<file path="src/rtl/vref_cal_rx.sv">
// vref_cal_rx: responder FSM for the MBTRAIN Vref calibration step.
// Optional per-wait-state timeout is enabled by defining VREF_CAL_RX_TIMEOUT_EN.
module vref_cal_rx #(
  parameter logic [15:0] TIMEOUT_CYCLES = 16'd4096
) (
  input  logic        clk,
  input  logic        rst_n,
  input  logic        i_en,
  input  logic [3:0]  i_decoded_sideband_message,
  input  logic        i_sideband_valid,
  input  logic        i_busy_negedge_detected,
  input  logic        i_valid_tx,
  input  logic        i_mainband_or_valtrain_test,
  input  logic [15:0] i_rx_lanes_result,
  output logic [3:0]  o_sideband_message,
  output logic        o_valid_rx,
  output logic        o_pt_en,
  output logic        o_mainband_or_valtrain_test,
  output logic [15:0] o_rx_lanes_result,
  output logic [4:0]  o_pass_count,
  output logic        o_test_ack,
  output logic        o_timeout
);

  typedef enum logic [2:0] {
    IDLE           = 3'd0,
    WAIT_START_REQ = 3'd1,
    TESTING        = 3'd2,
    END_RESP       = 3'd3,
    TEST_FINISHED  = 3'd4
  } state_t;

  state_t      cs, ns;
  logic        start_req, end_req, to_hit;
  logic [3:0]  msg_d;
  logic        valid_rx_d, pt_en_d, mvt_d, ack_d;
  logic [15:0] lanes_d;
  logic [4:0]  pass_d, lanes_pop;

  assign start_req = i_sideband_valid && (i_decoded_sideband_message == 4'b0001);
  assign end_req   = i_sideband_valid && (i_decoded_sideband_message == 4'b0011);

  always_comb begin
    lanes_pop = '0;
    for (int unsigned i = 0; i < 16; i++) begin
      lanes_pop = lanes_pop + {4'b0000, i_rx_lanes_result[i]};
    end
  end

`ifdef VREF_CAL_RX_TIMEOUT_EN
  logic [15:0] to_cnt;
  logic        in_wait;

  assign in_wait = (cs == WAIT_START_REQ) || (cs == TESTING) || (cs == END_RESP);
  assign to_hit  = i_en && in_wait && (to_cnt == TIMEOUT_CYCLES - 16'd1);

  always_ff @(posedge clk or negedge rst_n) begin
    if (!rst_n)           to_cnt <= '0;
    else if (cs != ns)    to_cnt <= '0;
    else if (in_wait)     to_cnt <= to_cnt + 16'd1;
  end

  always_ff @(posedge clk or negedge rst_n) begin
    if (!rst_n)           o_timeout <= 1'b0;
    else if (cs == IDLE)  o_timeout <= 1'b0;
    else if (to_hit)      o_timeout <= 1'b1;
  end
`else
  logic [15:0] unused_timeout_cycles;
  assign unused_timeout_cycles = TIMEOUT_CYCLES;
  assign to_hit    = 1'b0;
  assign o_timeout = 1'b0;
`endif

  always_comb begin
    ns      = cs;
    msg_d   = o_sideband_message;
    pt_en_d = o_pt_en;
    mvt_d   = o_mainband_or_valtrain_test;
    lanes_d = o_rx_lanes_result;
    pass_d  = o_pass_count;
    ack_d   = o_test_ack;

    // Disable wins over everything; outputs hold for one cycle and clear in IDLE.
    if (cs != IDLE && !i_en) begin
      ns = IDLE;
    end else if (to_hit) begin
      ns      = TEST_FINISHED;
      ack_d   = 1'b1;
      pt_en_d = 1'b0;
      msg_d   = '0;
    end else begin
      case (cs)
        IDLE: begin
          msg_d   = '0;
          pt_en_d = 1'b0;
          mvt_d   = 1'b0;
          lanes_d = '0;
          pass_d  = '0;
          ack_d   = 1'b0;
          if (i_en) ns = WAIT_START_REQ;
        end
        WAIT_START_REQ: if (start_req) begin
          ns      = TESTING;
          msg_d   = 4'b0010;
          pt_en_d = 1'b1;
          mvt_d   = i_mainband_or_valtrain_test;
        end
        TESTING: if (end_req) begin
          ns      = END_RESP;
          lanes_d = i_rx_lanes_result;
          pass_d  = lanes_pop;
          pt_en_d = 1'b0;
          msg_d   = 4'b0100;
        end
        END_RESP: if (i_busy_negedge_detected) begin
          ns    = TEST_FINISHED;
          ack_d = 1'b1;
          msg_d = '0;
        end
        TEST_FINISHED: ns = TEST_FINISHED;
        default: ns = IDLE;
      endcase
    end

    if ((ns == TESTING || ns == END_RESP) && (cs != ns))           valid_rx_d = 1'b1;
    else if (to_hit || (i_busy_negedge_detected && !i_valid_tx))  valid_rx_d = 1'b0;
    else                                                           valid_rx_d = o_valid_rx;
  end

  always_ff @(posedge clk or negedge rst_n) begin
    if (!rst_n) begin
      cs                          <= IDLE;
      o_sideband_message          <= '0;
      o_valid_rx                  <= 1'b0;
      o_pt_en                     <= 1'b0;
      o_mainband_or_valtrain_test <= 1'b0;
      o_rx_lanes_result           <= '0;
      o_pass_count                <= '0;
      o_test_ack                  <= 1'b0;
    end else begin
      cs                          <= ns;
      o_sideband_message          <= msg_d;
      o_valid_rx                  <= valid_rx_d;
      o_pt_en                     <= pt_en_d;
      o_mainband_or_valtrain_test <= mvt_d;
      o_rx_lanes_result           <= lanes_d;
      o_pass_count                <= pass_d;
      o_test_ack                  <= ack_d;
    end
  end

endmodule

</file>
<file path="config.mk">
export PLATFORM = sky130hd
export DESIGN_NAME = vref_cal_rx
export DESIGN_NICKNAME = d
export VERILOG_FILES = /design/src/rtl/vref_cal_rx.sv
export SDC_FILE = /design/constraint.sdc
export NUM_CORES = 1
export LEC_CHECK = 0
export CORE_ASPECT_RATIO = 0.5
export CORE_MARGIN = 2
export CORE_UTILIZATION = 48
export CTS_BUF_LIST = sky130_fd_sc_hd__clkbuf_8
export DETAILED_ROUTE_END_ITERATION = 6
export PLACE_DENSITY = 0.84
export SLEW_MARGIN = 25
export SYNTH_ARGS = -nofsm -noshare
export SYNTH_HDL_FRONTEND = slang
export SYNTH_SLANG_ARGS = --single-unit
</file>
<file path="constraint.sdc">
create_clock -name clk -period 1.6 [get_ports clk]
set_input_delay 0.16 -clock clk [delete_from_list [all_inputs] [get_ports clk]]
set_output_delay 0.16 -clock clk [all_outputs]
set_load 0.02 [all_outputs]
</file>
* Word level (Yosys, flattened, before mapping)
Cells that the tools add are included.
** Cells by class
- Muxes and demuxes :: 23
- Eq/ne operators :: 12
- Reductions and logical operators :: 21
- Bitwise operators :: 1
- Add/sub/neg operators :: 15
** Operator list (count)
- 5-bit by 1-bit adder with 5-bit output :: 11
- 16-bit one-hot mux with 2 select lines :: 1
- 16-bit two-way mux :: 1
- 4-bit one-hot mux with 4 select lines :: 1
- 3-bit two-way mux :: 5
- 3-bit one-hot mux with 5 select lines :: 1
- 3-bit by 2-bit equality test with 1-bit output, second input constant :: 4
- 4-bit two-way mux :: 3
- 5-bit one-hot mux with 2 select lines :: 1
- 3-bit AND reduction :: 3
- 2-bit nonzero test :: 4
- 1-bit two-way mux :: 6
- 2-bit != test, second input constant :: 3
- 3-bit nonzero test :: 2
- 4-bit by 1-bit adder with 5-bit output :: 1
- 1-bit logical AND :: 5
- 5-bit two-way mux :: 1
- 5-bit AND reduction :: 1
- 3-bit by 1-bit adder with 4-bit output :: 1
- 4-bit by 1-bit equality test with 1-bit output, second input constant :: 1
- 4-bit by 2-bit equality test with 1-bit output, second input constant :: 1
- 1-bit one-hot mux with 2 select lines :: 2
- 4-bit AND reduction :: 1
- 4-bit nonzero test :: 1
- other kinds (10) :: 11
** Word-level totals
- Logic and storage cells :: 80
- Input port bits :: 27
- Output and inout bits :: 30
- Register bits :: 32

* Logic depth before layout (Yosys ltp)
- Depth in word-level cells :: 17
- Gate-level depth with buffers :: 13
- Mapped depth without buffers :: 13

* Worst setup path after synthesis
OpenSTA, ideal clock, no wires.
- Path type :: input to register
- From :: input port i_rx_lanes_result[0]
- To :: register o_pass_count[4]
- Stages on the path :: 10
- Slack :: -1.697 ns
- Arrival time :: 3.175 ns
- Data required time :: 1.478 ns
- Path buffers :: 0
- Setup time :: 0.122 ns
- Path through :: inv_1 > fa_1 > fa_1 > fa_1 > fa_1 > inv_1 > ha_1 > fa_1 > a21o_1 > a32o_1
** Between the ends
- Word-level cells in the longest chain between the ends :: 17
** RTL lines
- start, declared :: RTL line 14 : input logic [15:0] i_rx_lanes_result,
- 1-bit by 1-bit adder with 2-bit output :: RTL line 46 : lanes_pop = lanes_pop + {4'b0000, i_rx_lanes_result[i]};
- 2-bit by 1-bit adder with 3-bit output :: RTL line 46
- 3-bit by 1-bit adder with 4-bit output :: RTL line 46
- 4-bit by 1-bit adder with 5-bit output :: RTL line 46
- 5-bit by 1-bit adder with 5-bit output (11 in a row) :: RTL line 46
- 5-bit two-way mux :: RTL line 109 : TESTING: if (end_req) begin
- 5-bit one-hot mux with 2 select lines :: RTL line 93 : case (cs)
- end signal, assigned :: RTL line 148 : o_pass_count <= pass_d;
- end, declared :: RTL line 20 : output logic [4:0] o_pass_count,
Every way passes these cells. The select of a mux whose other input is x is not followed.
A chain may end at the register's enable or synchronous reset.

* Final worst setup path
- From :: input port i_rx_lanes_result[3]
- To :: register o_pass_count[2]
** Between the ends
- Word-level cells in the longest chain between the ends :: 15
** RTL lines (RTL line)
- 3-bit by 1-bit adder with 4-bit output :: 46
- 4-bit by 1-bit adder with 5-bit output :: 46
- 5-bit by 1-bit adder with 5-bit output (11 in a row) :: 46
- 5-bit two-way mux :: 109
- 5-bit one-hot mux with 2 select lines :: 93
Every way passes these cells. The select of a mux whose other input is x is not followed.

==> run metrics <==
Fin. Hold Viols=0; I/O Pins=57; post-DR vias/cell=5.032; Post-DRT Antenna Nets=0; type of the tightest min-delay check=input port to flop; critical path capture point type=flop; CTS H-tree lvls=2; Hold Path Depth=2; first-pass GRT wire length=6541 um; largest family of logic cells by synthesized area=compound AO/OA/AOI/OAI gates; layout cells sized above 1=0.2308; placed inst area=between 2000 and 2500 um2; commonest non-fill, non-tap cell in the layout=clkdlybuf4s50_1; synth top area cells=dfrtp_1 (43%), fa_1 (11%), a22o_1 (9.5%), inv_1 (6.0%), ha_1 (3.6%); WL/cell=about 14 um; drt drc=0; vias in the first global route=1509; hold buffers post-CTS=0; die area=approximately 4200 um2; CP Class=input port to flop; Port Buffers=53; Hold Crit Endpoint=o_rx_lanes_result[1]; FF+latch count, synth=30; Synth Area per Inst=10.92 um2; Compound-Gate Fraction of Synth Area=0.1836; R2R Path Start=cs[1]; adder-cell share of the synthesized area=0.1495; Overflow after GRT=0; Startpoint Class=input port; row count=15; Yosys top cell area share=0.4270; R2R depth=4; initial antenna violation count=0; Final Util=0.7449; Reg2Reg Setup Slack=0.08 ns; Fmax=323.6 MHz; clk slew on worst S/H paths=0.07 ns; unrepaired setup endpoints after global routing=yes; # diodes=0; final worst slack=-1.490 ns; clock tree buffer depth=2; Worst EP required=approximately 1.8 ns; final cell count without fillers=285; xor and xnor area share after synthesis=0.009964; final net count=275; root buf cell=clkbuf_8; Clock Sinks=30; chip height=46.79 um; Slew Limit Fails=0; critical path arrival=roughly 3.3 ns; Cell variety after synth=34; Place WS=-2.295 ns; Mapped Area=around 1800 um2; Cells after Synth=approximately 160; max-capacitance violation count=0; drt initial violations=58; min Tclk post-route=between 3 and 4 ns; largest net degree at the start of global routing=31; cell area after layout=2586 um2; YS warnings=0; violated checks=setup timing; Total GRT Usage=0.2164; WL final=4089 um; Fin Setup TNS=-6.538 ns; DP Cell Count=275; area delta synth->final=47.12%; Synth Area in Simple Gates=0.1053; Power Dens Cells=912.9 nW/um2; reg2reg end=o_pass_count[4]; clk_skew=0.008829 ns; final setup vio count=5; Pwr Total=2.361 mW; Hold WS=0.08912 ns; mux cell area share after synthesis=0.01779; Inserted Clock Buffers=5; worst-skew pair later-pin latency=0.29 ns; highest-count cells in the layout ignoring fill and taps=clkdlybuf4s50_1 (43), dfrtp_1 (30), a22o_1 (19); gpl congestion=0.8096; largest area contributor in the netlist=dfrtp_1; CTS tree=built; routed via count=1434; P_leak=approximately 1.3 nW; CP max FO=2; Detail Placement HPWL=3056 um; Die W=~90 um; min-delay src=i_rx_lanes_result[1]; sequential-to-total area share from yosys stat=0.4270; core box area=around 3500 um2; Tcrit/Tclk final=1.931; starting density of the core=0.5063; status=finished with violations; worst vdd ir=between 0.5 and 0.6 mV; DR pass1 iterations=4
==> sequential cells by signal, indices dropped and copies added (netlist names) <==
| register | count |
|---|---|
| o_pt_en | 1 |
| o_rx_lanes_result | 16 |
| o_test_ack | 1 |
| o_pass_count | 5 |
| o_sideband_message | 2 |
| o_mainband_or_valtrain_test | 1 |
| cs | 3 |
| o_valid_rx | 1 |
==> power by group <==
| part | leakage, nW | switching, mW | internal [mW] |
|---|---|---|---|
| logic | 0.786 | 0.395 | 0.419 |
| clock network | 0.0504 | 0.305 | 0.463 |
| registers | 0.416 | 0.0117 | 0.767 |
==> final cells by class <==
class,count,area [um2]
Clock buffer,5,68.82
Sequential cell,30,750.7
Fill cell,243,885.9
Timing Repair Buffer,73,691.9
Tap cell,51,63.81
Multi-Input combinational cell,95,853.3
Clock inverter,3,45.04
Inverter,28,112.6
==> worst max path at each step <==
| stage | startpoint | to | slack [ns] | cells past startpoint |
|---|---|---|---|---|
| after CTS | i_rx_lanes_result[3] | o_pass_count[2] | -1.60 | 13 |
| after floorplan | i_rx_lanes_result[11] | o_pass_count[4] | -1.57 | 10 |
| after global placement | i_rx_lanes_result[11] | o_pass_count[4] | -2.22 | 11 |
| after global routing | i_rx_lanes_result[11] | o_pass_count[2] | -1.59 | 13 |
| after detailed placement | i_rx_lanes_result[11] | o_pass_count[4] | -2.29 | 11 |
| final | i_rx_lanes_result[3] | o_pass_count[2] | -1.49 | 13 |
==> logic make-up after synthesis <==
kind of cell,after synthesis
and+or+nand+nor,28
muxes,3
adders and majority gates,15
buffers and inverters,38
DFF,30
xor gates and xnor gates,2
AOI/OAI and AO/OA,44
other,1
==> synthesized netlist by cell type (all sizes together) <==
master,count
fa,10
nand3,1
mux2,1
mux2i,2
nand2,5
a32o,1
a32oi,1
nor4,2
a211o,1
o2111ai,1
nand3b,1
dfrtp,30
o22ai,1
a21oi,7
clkbuf,2
a21o,4
a22o,19
nand4,1
nor2,8
nor3,2
or3b,1
xnor2,2
ha,5
o21ai,8
and2,1
conb,1
o2bb2ai,1
nor3b,3
inv,28
nand2b,3
buf,8
==> critical path, stage by stage <==
cell	delay [ns]
buf_6	0.07
inv_2	0.03
fa_1	0.50
fa_1	0.55
fa_1	0.43
fa_1	0.51
inv_2	0.05
ha_4	0.16
fa_2	0.36
xnor2_2	0.14
nor3_1	0.13
mux2i_1	0.10
o21ai_1	0.13
==> metal layers <==
layer / vias to the layer above / global-route usage / routed length (um)
li1: 681 / - / -
met3: 9 / 0.05097 / 205
met1: 696 / 0.2568 / 1753
met5: - / 0 / 0
met2: 48 / 0.3868 / 2077
met4: 0 / 0.1015 / 53
==> repair_timing <==
action                                  4_1_cts  5_1_grt
pin swaps                                    15       13
hold endpoints to repair                      0        0
resized for setup                            47        4
cloned                                        0        0
endpoints found under the setup margin       10       23
setup buffers                                 1        1
(Power assumes the default switching activity.)
